[config.mk]
export PLATFORM = sky130hd
export DESIGN_NAME = pc_fetch_unit
export DESIGN_NICKNAME = d
export VERILOG_FILES = /design/src/rtl/pc_pkg.sv /design/src/rtl/pc_ras.sv /design/src/rtl/pc_fetch_unit.sv
export SDC_FILE = /design/constraint.sdc
export NUM_CORES = 1
export LEC_CHECK = 0
export ABC_CLOCK_PERIOD_IN_PS = 3750
export CAP_MARGIN = 15
export CORE_MARGIN = 1
export CORE_UTILIZATION = 58
export CTS_BUF_LIST = sky130_fd_sc_hd__clkbuf_8
export CTS_CLUSTER_DIAMETER = 80
export DETAILED_ROUTE_END_ITERATION = 8
export GPL_TIMING_DRIVEN = 0
export PLACE_DENSITY = 0.86
export SETUP_SLACK_MARGIN = 0.15
export SLEW_MARGIN = 10
export SYNTH_ARGS = -nofsm -noshare
export SYNTH_HDL_FRONTEND = slang
export SYNTH_SLANG_ARGS = --single-unit
[constraint.sdc]
create_clock -name clk -period 3.75 [get_ports clk]
set_input_delay 0.5625 -clock clk [delete_from_list [all_inputs] [get_ports clk]]
set_output_delay 0.5625 -clock clk [all_outputs]
set_load 0.005 [all_outputs]
[src/rtl/pc_pkg.sv]
// pc_pkg: shared state/redirect encodings for the fetch unit
package pc_pkg;
  localparam int RV32_INSTR_BYTES = 4;
  typedef enum logic [1:0] {IDLE, FETCH, HOLD, TRAP} fetch_state_t;
  typedef enum logic [1:0] {NONE, BRANCH, JUMP, RET} redir_kind_t;
endpackage

[src/rtl/pc_ras.sv]
// pc_ras: circular return-address stack with saturating occupancy count
module pc_ras #(
  parameter int XLEN  = 32,
  parameter int DEPTH = 4
) (
  input  logic            clk,
  input  logic            clr,
  input  logic            push,
  input  logic            pop,
  input  logic [XLEN-1:0] din,
  output logic [XLEN-1:0] top,
  output logic            empty
);
  localparam int AW = $clog2(DEPTH);
  logic [XLEN-1:0] mem [DEPTH];
  logic [AW-1:0]   ptr;
  logic [AW:0]     count;
  assign top   = mem[ptr - AW'(1)];
  assign empty = count == '0;
  // pointer wraps so a push onto a full stack overwrites the oldest entry
  always_ff @(posedge clk or negedge clr) begin
    if (!clr) begin
      ptr   <= '0;
      count <= '0;
    end else if (push) begin
      ptr   <= ptr + AW'(1);
      count <= (count == (AW+1)'(DEPTH)) ? count : count + (AW+1)'(1);
    end else if (pop && !empty) begin
      ptr   <= ptr - AW'(1);
      count <= count - (AW+1)'(1);
    end
  end
  // entry storage needs no reset; occupancy guards every read
  always_ff @(posedge clk) begin
    if (push) mem[ptr] <= din;
  end
endmodule

[src/rtl/pc_fetch_unit.sv]
// pc_fetch_unit: program counter and fetch handshake controller with redirects and RAS
module pc_fetch_unit
  import pc_pkg::*;
#(
  parameter int              XLEN         = 32,
  parameter logic [XLEN-1:0] RESET_VECTOR = '0,
  parameter int              INSTR_BYTES  = RV32_INSTR_BYTES,
  parameter int              RAS_DEPTH    = 4
) (
  input  logic            clk,
  input  logic            clr,
  input  logic            stall,
  input  logic            branch_en,
  input  logic            branch_taken,
  input  logic [XLEN-1:0] imm,
  input  logic            jump,
  input  logic [XLEN-1:0] jump_target,
  input  logic            call,
  input  logic            ret,
  input  logic            fetch_ack,
  output logic            fetch_req,
  output logic [XLEN-1:0] fetch_addr,
  output logic [XLEN-1:0] pc_val,
  output logic            misalign,
  output logic            ras_empty,
  output logic            ras_underflow
);
  localparam logic [XLEN-1:0] STEP = XLEN'(INSTR_BYTES);
  localparam logic [XLEN-1:0] MASK = XLEN'(INSTR_BYTES - 1);
  fetch_state_t    state, state_nx;
  redir_kind_t     kind;
  logic [XLEN-1:0] seq, ras_top, cur_tgt, pend_tgt, apply_tgt;
  logic            pend_valid, accept, apply, bad;
  assign fetch_req  = state == FETCH;
  assign fetch_addr = pc_val;
  assign misalign   = state == TRAP;
  pc_ras #(.XLEN(XLEN), .DEPTH(RAS_DEPTH)) u_ras (
    .clk   (clk),
    .clr   (clr),
    .push  (accept && kind == JUMP && call),
    .pop   (accept && kind == RET),
    .din   (seq),
    .top   (ras_top),
    .empty (ras_empty)
  );
  // redirect selection, apply point and next-state decode
  always_comb begin
    seq       = pc_val + STEP;
    kind      = ret ? RET : jump ? JUMP : (branch_en && branch_taken) ? BRANCH : NONE;
    accept    = (state == FETCH || state == HOLD) && !pend_valid && kind != NONE;
    cur_tgt   = kind == RET ? (ras_empty ? seq : ras_top) : kind == JUMP ? jump_target : pc_val + imm;
    apply     = (state == FETCH && fetch_ack) || (state == HOLD && !stall);
    apply_tgt = pend_valid ? pend_tgt : accept ? cur_tgt : state == FETCH ? seq : pc_val;
    bad       = |(apply_tgt & MASK);
    state_nx  = state == IDLE ? FETCH : !apply ? state : bad ? TRAP : (state == FETCH && stall) ? HOLD : FETCH;
  end
  // state register
  always_ff @(posedge clk or negedge clr) begin
    if (!clr) state <= IDLE;
    else      state <= state_nx;
  end
  // PC, pending redirect and underflow pulse; a misaligned target leaves the PC untouched
  always_ff @(posedge clk or negedge clr) begin
    if (!clr) begin
      pc_val        <= RESET_VECTOR;
      pend_valid    <= 1'b0;
      pend_tgt      <= '0;
      ras_underflow <= 1'b0;
    end else begin
      ras_underflow <= accept && kind == RET && ras_empty;
      if (apply && !bad) pc_val <= apply_tgt;
      if (apply) pend_valid <= 1'b0;
      else if (accept) begin
        pend_valid <= 1'b1;
        pend_tgt   <= cur_tgt;
      end
    end
  end
endmodule
==> flow_summary_export.csv, run 1 <==
group,metric,value,unit
timing,setup_viol,0,
power,powerDensity,831,nW/µm²
synthesis,synth.distinct_cells,71,
setup_path,cp_slowest_cell,"clkbuf_1",
global_routing,grt_max_degree,62,
floorplanning,core-area,19600,µm²
setup_path,path_cells,"clkdlybuf4s50_1, or2_2, buf_2, o21a_1, buf_2, nand2_1, nor2_2, clkbuf_1, o21ai_0, nand2_1",
timing,hold_viol_final,0,
global_routing,grt_pass1_vias,10160,
placed_design,gp_congestion,0.953,
timing,rsz0062_at_grt,"yes",
clock_network,htreeDepth,1,
setup_path,worstReg2RegEnd,"fetch_addr[31]",
floorplanning,dieArea,20700,µm²
placed_design,hpwlAfterDp,27.2,mm
setup_path,critical-path-top-delay-family,"buffers and inverters",
clock_network,clockBufferDepth,3,
synthesis,ys_ff_latch,201,
setup_path,path_class,"in2reg",
setup_path,required,4.26,ns
cells_and_area,seq_area,5670,µm²
timing,fin_crit,3.60,ns
cells_and_area,num_antenna_cells,0,
cells_and_area,fill_cells,1349,
flow_run,drv_cap,0,
min_path,hold_path.class,"in2async",
synthesis,synth_nets,1222,
power,leakagePower,5.65,nW
synthesis,synth-async-reset-ratio,0.363,
timing,fmax,278,MHz
timing,slew_headroom,0.238,
timing,tns,0,ns
timing,clock_skew,0.0177,ns
floorplanning,num_rows,51,
setup_path,critPathBufInv,4,
setup_path,max_stage_delay,0.65,ns
setup_path,reg2reg_depth,9,
synthesis,synth_edf_count,128,
setup_path,crit_arrival,4.10,ns
synthesis,synth_area_per_cell,10.6,µm²
cells_and_area,area_growth,22.4,%
synthesis,ys.flop_type,"edfxtp_1",
placed_design,port_buffers,140,
drt,drt_iter0_markers,1360,
global_routing,grtUsageTotal,0.373,
drt,detail-route-antenna-nets,0,
status,outcome,"complete, no violations",
floorplanning,ioPinCount,141,
synthesis,netlist_instances,1107,
setup_path,reg2reg_slack,0.30,ns
floorplanning,die_h,144,µm
clock_network,clockRootBuffer,"clkbuf_8",
cells_and_area,multi_input_area,5410,µm²
setup_path,r2r-start,"fetch_addr[1]",
floorplanning,start_util,0.597,
power,power,11.9,mW
drt,first_pass_iters,6,
synthesis,seq_area_frac_synth,0.485,
synthesis,syn-cell-area,11700,µm²
global_routing,grt_first_pass_wirelength,56.8,mm
synthesis,yosys_warnings,0,
setup_path,endpoint_kind,"register",
clock_network,clk_latency,0.57,ns
cells_and_area,final_layout_size_suffix_gt1_frac,0.133,
timing,post-route-period-util,0.959,
drt,drt-total-wl,37.3,mm
drt,vias_per_cell,6.64,
timing,slew_viol_final,0,
global_routing,antenna_found_initial,0,
setup_path,cp-start-kind,"input pin",
drt,drc,0,
clock_network,cts_tree,"done",
timing,tightest_slew,1.14,ns
drt,num_vias,10459,
clock_network,cts_buffers,30,
clock_network,cts.sinks,201,
setup_path,critPathMaxFanout,10,
clock_network,cts.clk_slew.worst_paths,0.07,ns
cells_and_area,nets,1401,
floorplanning,fp.dieW,144,µm
power,vdd_drop_max,0.439,mV
drt,detail_route.wl_per_cell,23.7,µm
global_routing,grt.overflow.total,0,
placed cells by master (no fill, tap or decap), types with 7 or more instances in the layout:
| cell type | netlist | routed |
|---|---|---|
| a211oi_1 | 16 | 16 |
| a21o_1 | 19 | 19 |
| a21oi_1 | 72 | 71 |
| a22oi_1 | 7 | 7 |
| a31oi_1 | 21 | 21 |
| and3_1 | 17 | 17 |
| buf_2 | 12 | 9 |
| buf_4 | 37 | 38 |
| clkbuf_1 | 43 | 36 |
| clkbuf_2 | 1 | 7 |
| clkbuf_8 | 0 | 38 |
| clkdlybuf4s50_1 | 0 | 139 |
| dfrtp_1 | 73 | 72 |
| edfxtp_1 | 128 | 128 |
| ha_1 | 40 | 40 |
| inv_1 | 32 | 40 |
| mux2i_1 | 10 | 10 |
| mux4_2 | 32 | 32 |
| nand2_1 | 149 | 148 |
| nand3_1 | 27 | 27 |
| nand4_1 | 16 | 16 |
| nor2_1 | 66 | 65 |
| nor3_1 | 17 | 17 |
| o211ai_1 | 19 | 19 |
| o21a_1 | 14 | 14 |
| o21ai_0 | 74 | 74 |
| o221ai_1 | 7 | 7 |
| o22ai_1 | 7 | 7 |
| o31ai_1 | 10 | 10 |
| xnor2_1 | 30 | 30 |
| xor2_1 | 21 | 21 |
metal layers:
| metal | share of wire | routed length (µm) | global-route usage |
|---|---|---|---|
| met5 | 0 | 0 | 0 |
| met3 | 0.13 | 4780 | 0.0735 |
| met4 | 0.058 | 2180 | 0.209 |
| met2 | 0.45 | 16900 | 0.583 |
| met1 | 0.36 | 13500 | 0.489 |
synth_stat cells, types with 3 or more instances:
cell type    n  area [µm²]
nand2_1    149         559
edfxtp_1   128        3840
o21ai_0     74         370
dfrtp_1     73        1830
a21oi_1     72         360
nor2_1      66         248
clkbuf_1    43         161
ha_1        40         500
buf_4       37         278
inv_1       32         120
mux4_2      32         721
xnor2_1     30         263
nand3_1     27         135
a31oi_1     21         131
xor2_1      21         184
a21o_1      19         143
o211ai_1    19         143
and3_1      17         106
nor3_1      17        85.1
a211oi_1    16         120
nand4_1     16         100
o21a_1      14         105
buf_2       12        60.1
mux2i_1     10         100
o31ai_1     10        75.1
a22oi_1      7        52.6
o221ai_1     7        61.3
o22ai_1      7        43.8
a2bb2oi_1    6        52.6
and2_1       6        37.5
mux2_2       6        67.6
a221o_1      5        50.1
a22o_1       5        43.8
nor4_1       4        25.0
a221oi_1     3        26.3
and4_1       3        26.3
buf_1        3        11.3
nor2b_1      3        18.8
o21ai_1      3        15.0
o21bai_1     3        22.5
or2_2        3        18.8
cell type report:
| class | instances | share of cell area |
|---|---|---|
| Buffer | 97 | 0.0401 |
| Clock buffer | 38 | 0.0366 |
| Clock inverter | 18 | 0.00936 |
| Inverter | 33 | 0.00866 |
| Multi-Input combinational cell | 776 | 0.378 |
| Sequential cell | 201 | 0.396 |
| Tap cell | 265 | 0.0232 |
| Timing Repair Buffer | 147 | 0.108 |
through the flow:
step                cell area [µm²]  hold WS (ns)  setup slack, ns   util  cells
floorplan                     11700         0.267            0.542      -   1107
global placement              13400         0.454           -0.777  0.685   1512
detailed placement            13500         0.456           -0.743  0.692   1517
CTS                           14200         0.411            0.161  0.727   1574
global route                  14300         0.423           0.0974  0.730   1575
finish                        14300         0.405            0.154  0.730   1575
power breakdown:
group          internal, mW  total (mW)  switching, mW
combinational          2.73        6.45           3.72
clock                  1.05        1.93          0.880
sequential             2.94        3.50          0.557
total                  6.73        11.9           5.15
cells by family (layout without fill, tap and decap cells):
family | Yosys count | after routing | synth area share
DFF | 201 | 201 | 0.485
muxes | 48 | 48 | 0.0760
and+or+nand+nor | 325 | 325 | 0.127
adders and majority gates | 42 | 42 | 0.0462
buffers and inverters | 130 | 333 | 0.0557
AOI/OAI and AO/OA | 310 | 310 | 0.172
xor gates and xnor gates | 51 | 51 | 0.0382
worst max path at each step:
| stage | to | depth (start not counted) | startpoint | slack (ns) |
|---|---|---|---|---|
| after floorplan | fetch_addr[18] | 13 | u_ras.ptr[0] | 0.54 |
| after global placement | fetch_addr[29] | 1 | clr | -0.78 |
| after detailed placement | fetch_addr[14] | 11 | imm[0] | -0.74 |
| after CTS | fetch_addr[1] | 15 | u_ras.ptr[0] | 0.16 |
| after global routing | fetch_addr[30] | 14 | u_ras.ptr[0] | 0.1 |
| final | pend_tgt[22] | 10 | ret | 0.15 |
flip-flops by register name, indices dropped and copies added, names as in the netlist:
signal         flops
ras_underflow      1
u_ras.count        3
pend_tgt          32
u_ras.mem        128
state              2
fetch_addr        32
pend_valid         1
u_ras.ptr          2
repair_timing:
item                                   CTS  global route
gates cloned                             0             0
buffers inserted                         0             1
hold buffers                             1             0
pin swaps                                0             1
endpoints found under the hold margin   12             0
gates resized for setup                 13            17
setup endpoints to repair               59            43
worst reg2reg max path, cell delays in order (launching register included):
cell and delay, ns:
dfrtp_1 0.55, ha_1 0.30, a21oi_1 0.54, nor3_1 0.19, o211ai_1 0.43, a31oi_1 0.31
o2111ai_1 0.40, a211o_1 0.18, o211ai_1 0.11, a221o_1 0.32
Power figures use the tool's default switching activity.
==> run 2: changes to the inputs <==
CORE_MARGIN = unset   (was 1)
PLACE_DENSITY = 0.84   (was 0.86)
==> run 2 against run 1 <==
Against the previous run: routed wire length fell by 2.6%; sequential power barely moved; first-iteration DRC count rose by 5.2%; core utilization fell by 0.57 points; sequential cell count did not move; critical endpoint unchanged.
==> flow_summary_export.csv, run 2 (same netlist as run 1, synthesis figures left out) <==
group,metric,value,unit
status,outcome,"complete, no violations",
timing,fmax,284,MHz
timing,slew_headroom,0.375,
clock_network,cts_buffers,31,
timing,setup_ws,0.234,ns
setup_path,critPathMaxFanout,10,
setup_path,path_class,"in2reg",
power,p_int,6.54,mW
placed_design,hpwlAfterDp,27.0,mm
cells_and_area,fill_cells,1418,
clock_network,htreeDepth,1,
power,clockPowerShare,0.147,
power,switching_share,0.436,
power,vdd_drop_max,0.413,mV
timing,rsz0062_at_grt,"yes",
clock_network,cts.sinks,201,
placed_design,pre_cts_slack,-0.805,ns
global_routing,grtUsageTotal,0.359,
clock_network,clockBufferDepth,3,
setup_path,cp_slowest_cell,"nor2_1",
global_routing,grt_first_pass_wirelength,54.4,mm
timing,slew_viol_final,0,
floorplanning,start_util,0.597,
drt,drt_iter0_markers,1431,
timing,setup_viol,0,
clock_network,clockRootBuffer,"clkbuf_8",
drt,drt-total-wl,36.4,mm
global_routing,grt.overflow.total,0,
drt,detail_route.wl_per_cell,23.1,µm
power,p_comb_frac,0.552,
setup_path,critical-path-top-delay-family,"buffers and inverters",
flow_run,drv_cap,0,
global_routing,grt_max_degree,53,
timing,fin_crit,3.52,ns
setup_path,path_cells,"clkdlybuf4s50_1, or2_2, buf_2, o21a_1, buf_2, nand2_1, nor2_1, clkbuf_1, o21ai_0, nand2_1",
cells_and_area,final_util,0.725,
cells_and_area,top_register,"u_ras.mem",
floorplanning,ioPinCount,141,
cells_and_area,final_layout_size_suffix_gt1_frac,0.127,
drt,vias_per_cell,6.47,
cells_and_area,area_growth,21.4,%
setup_path,cp-start-kind,"input pin",
setup_path,crit_arrival,4.02,ns
power,leakagePower,5.59,nW
setup_path,critPathBufInv,4,
power,powerDensity,817,nW/µm²
min_path,hold_path.class,"in2async",
global_routing,antenna_found_initial,1,
timing,post-route-period-util,0.938,
cells_and_area,final_cell_mix,"nand2_1 (148), clkdlybuf4s50_1 (139), edfxtp_1 (128), o21ai_0 (73), dfrtp_1 (73)",
drt,drc,0,
timing,hold_viol_final,0,
placed_design,port_buffers,140,
power,seqPwrFrac,0.301,
clock_network,cts.clk_slew.worst_paths,0.06,ns
timing,clock_skew,0.0306,ns
cells_and_area,nets,1401,
floorplanning,dieArea,20700,µm²
clock_network,clk_latency,0.57,ns
setup_path,required,4.25,ns
timing,tightest_slew,0.933,ns
floorplanning,num_rows,51,
cells_and_area,num_antenna_cells,0,
cells_and_area,final_common_cell,"nand2_1",
global_routing,grt_pass1_vias,9539,
floorplanning,fp.dieW,144,µm
placed_design,gp_congestion,0.990,
drt,detail-route-antenna-nets,0,
drt,num_vias,10181,
setup_path,endpoint_kind,"register",
floorplanning,core-area,19600,µm²
cells_and_area,largest_register_ffs,128,
setup_path,max_stage_delay,0.74,ns
clock_network,cts_tree,"done",
power,switchingPower,5.06,mW
floorplanning,die_h,144,µm
drt,first_pass_iters,6,
run 2: changes by cell type in the layout (fill, tap and decap cells not counted), sizes merged:
cell	before	now
clkinv	7	16
clkinvlp	1	0
clkbuf	82	75
inv	41	40
bufinv	2	1
run 2: per-layer routing:
metal	GRT usage	up-vias	routed length, µm
li1	-	4468	-
met1	0.498	4851	14000
met2	0.552	752	16500
met3	0.0642	110	4240
met4	0.165	0	1640
met5	0	-	0
run 2: final cells by class:
cell class	instances	area, µm²	area share
plain buffers	97	571	0.0402
clock buffers	32	440	0.0310
clock inverters	24	125	0.00882
inverters	33	124	0.00873
multi-input cells	776	5430	0.382
flip-flops and latches	201	5670	0.400
well taps	265	332	0.0234
repair buffers	146	1500	0.106
run 2: what timing repair did:
item | 4_1_cts | 5_1_grt
buffers inserted | 0 | 1
hold endpoints to repair | 21 | 0
pin swaps | 1 | 3
hold buffers | 1 | 0
resized for setup | 13 | 18
endpoints found under the setup margin | 54 | 43
run 2: worst paths after layout:
path | start | depth (start not counted) | slack [ns] | endpoint
setup / recovery | ret | 10 | 0.23 | pend_tgt[22]
hold / removal | clr | 2 | 0.47 | state[1]
setup reg to reg | fetch_addr[12] | 10 | 0.29 | fetch_addr[25]
hold reg to reg | pend_tgt[17] | 2 | 0.48 | pend_tgt[17]
max in group asynchronous | clr | 3 | 2.69 | pend_tgt[28]
min in group clk | pend_tgt[17] | 2 | 0.48 | pend_tgt[17]
run 2: metrics by stage:
| step | total power, mW | cells | TNS, ns | cell area [µm²] | hold slack, ns |
|---|---|---|---|---|---|
| final | 11.6 | 1574 | 0 | 14200 | 0.467 |
| after global routing | 12.2 | 1574 | 0 | 14200 | 0.503 |
| after CTS | 11.3 | 1573 | 0 | 14100 | 0.469 |
| after detailed placement | 9.59 | 1516 | -14.74 | 13500 | 0.464 |
| after global placement | 9.41 | 1512 | -110.57 | 13400 | 0.452 |
| after floorplan | 7.28 | 1107 | 0 | 11700 | 0.267 |
run 2: power groups by stage:
| stage | clock network [mW] | logic [mW] | registers [mW] |
|---|---|---|---|
| final | 1.71 | 6.40 | 3.50 |
| after global routing | 1.79 | 6.86 | 3.55 |
| after CTS | 1.70 | 6.17 | 3.47 |
| after detailed placement | 0 | 6.08 | 3.51 |
| after global placement | 0 | 5.91 | 3.50 |
| after floorplan | 0 | 3.95 | 3.34 |
==> run 3: changes to the inputs <==
CORE_UTILIZATION = 60   (was 58)
DONT_BUFFER_PORTS = 1   (was unset)
GPL_ROUTABILITY_DRIVEN = 0   (was unset)
PLACE_DENSITY = 0.77   (was 0.84)
==> run 3 against run 2 <==
Against the previous run: die area fell by 3.3%; first-iteration DRC count decreased by 18%; final cell count is 9.1% lower; sequential cell count unchanged; maximum frequency is 1.0% lower; critical endpoint is now fetch_addr[31]; sequential power about the same; core utilization decreased by 4.4 points.
==> flow_summary_export.csv, run 3 (same netlist as run 1, synthesis figures left out) <==
group,metric,value,unit
cells_and_area,top_register,"u_ras.mem",
setup_path,critical-path-top-delay-family,"compound AO/OA/AOI/OAI gates",
global_routing,grtUsageTotal,0.357,
cells_and_area,multi_input_area,5440,µm²
global_routing,grt.overflow.total,0,
drt,detail-route-antenna-nets,0,
cells_and_area,final_layout_size_suffix_gt1_frac,0.144,
cells_and_area,largest_register_ffs,128,
clock_network,cts_buffers,30,
setup_path,required,4.20,ns
setup_path,cp_slowest_cell,"dfrtp_1",
drt,drt_iter0_markers,1176,
setup_path,critPathBufInv,1,
setup_path,reg2reg_depth,10,
timing,fmax,281,MHz
global_routing,grt_max_degree,74,
power,powerDensity,862,nW/µm²
setup_path,setup.worst_path.start,"fetch_addr[12]",
timing,hold_slack,0.212,ns
min_path,hold_path.class,"in2reg",
floorplanning,dieArea,20000,µm²
floorplanning,num_rows,50,
global_routing,grt_pass1_vias,9036,
setup_path,path_cells,"ha_1, clkbuf_1, a21o_1, a31oi_1, a2bb2oi_1, a31oi_1, o2111ai_1, a211o_1, o211ai_1, a221o_1",
power,vdd_drop_max,0.517,mV
floorplanning,ioPinCount,141,
floorplanning,start_util,0.619,
drt,first_pass_iters,5,
setup_path,reg2reg_slack,0.20,ns
cells_and_area,fill_cells,1469,
cells_and_area,final_cell_mix,"nand2_1 (147), edfxtp_1 (128), o21ai_0 (74), dfrtp_1 (73), a21oi_1 (72)",
flow_run,drv_cap,0,
setup_path,path_class,"reg2reg",
timing,clock_skew,0.0231,ns
placed_design,port_buffers,0,
clock_network,cts.clk_slew.worst_paths,0.07,ns
timing,hold_viol_final,0,
clock_network,clk_latency,0.58,ns
timing,setup_viol,0,
setup_path,crit_top_cell,"a31oi_1",
global_routing,grt_first_pass_wirelength,52.9,mm
timing,fin_crit,3.55,ns
cells_and_area,nets,1262,
setup_path,critPathMaxFanout,9,
drt,drc,0,
clock_network,htreeDepth,1,
drt,detail_route.wl_per_cell,24.9,µm
clock_network,clockRootBuffer,"clkbuf_8",
timing,slew_viol_final,0,
cells_and_area,seq_area,5670,µm²
floorplanning,core-area,18900,µm²
power,power,11.1,mW
drt,num_vias,9644,
drt,vias_per_cell,6.74,
floorplanning,fp.dieW,142,µm
floorplanning,die_h,142,µm
power,leakagePower,5.09,nW
setup_path,r2r-start,"fetch_addr[12]",
placed_design,hpwlAfterDp,25.8,mm
drt,drt-total-wl,35.6,mm
clock_network,clockBufferDepth,3,
timing,post-route-period-util,0.947,
min_path,min-delay-start,"stall",
cells_and_area,num_antenna_cells,0,
setup_path,crit_arrival,4.00,ns
clock_network,cts.sinks,201,
cells_and_area,area_growth,10.0,%
setup_path,endpoint_kind,"register",
setup_path,crit_cells,10,
setup_path,max_stage_delay,0.62,ns
timing,rsz0062_at_grt,"yes",
setup_path,worstReg2RegEnd,"fetch_addr[31]",
global_routing,antenna_found_initial,2,
status,outcome,"complete, no violations",
setup_path,critPathCapture,"fetch_addr[31]",
timing,slew_headroom,0.0995,
cells_and_area,final_common_cell,"nand2_1",
timing,tightest_slew,1.35,ns
clock_network,cts_tree,"done",
setup_path,cp-start-kind,"register",
## run 3: metrics by stage
stage | setup TNS, ns | instance area, µm² | util | std cells | setup WS (ns)
2_1_floorplan | 0 | 11700 | - | 1107 | 0.542
3_3_place_gp | -7.87 | 12000 | 0.636 | 1367 | -0.412
3_5_place_dp | -9.16 | 12100 | 0.640 | 1371 | -0.441
4_1_cts | 0 | 12800 | 0.676 | 1428 | 0.190
5_1_grt | 0 | 12900 | 0.681 | 1430 | 0.141
6_report | 0 | 12900 | 0.681 | 1430 | 0.197
## run 3: where the power goes
| group | internal, mW | switching, mW |
|---|---|---|
| registers | 2.94 | 0.587 |
| logic | 2.18 | 3.53 |
| clock network | 0.975 | 0.871 |
| total | 6.10 | 4.98 |
## run 3: worst reg2reg max path: cells and delay by family (launching register included)
kind	cells	cell delay (ns)
compound gates	8	2.31
fa+ha+maj	1	0.32
buf+inv	1	0.20
flops	1	0.62
## run 3: metal layers
layer | track usage | share of wire
met1 | 0.485 | 0.38
met2 | 0.532 | 0.44
met3 | 0.108 | 0.14
met4 | 0.157 | 0.042
met5 | 0 | 0
## run 3: repair_timing
item,4_1_cts,5_1_grt
setup endpoints to repair,52,30
resized for setup,15,12
setup buffers,0,2
hold endpoints to repair,73,0
pin swaps,0,1
hold buffers,2,0
## run 3: layout make-up
cell class,instances,share of cell area
Inverter,33,0.00963
Timing Repair Buffer,8,0.0103
Clock inverter,24,0.0140
Buffer,97,0.0438
Multi-Input combinational cell,776,0.423
Sequential cell,201,0.441
Tap cell,260,0.0253
Clock buffer,31,0.0332
## run 3: how the worst min path moves through the flow
stage,end,cells after the start
floorplan,fetch_addr[0],0
global placement,fetch_addr[6],0
global route,state[0],3
detailed placement,pend_tgt[6],0
CTS,state[0],3
finish,state[0],3
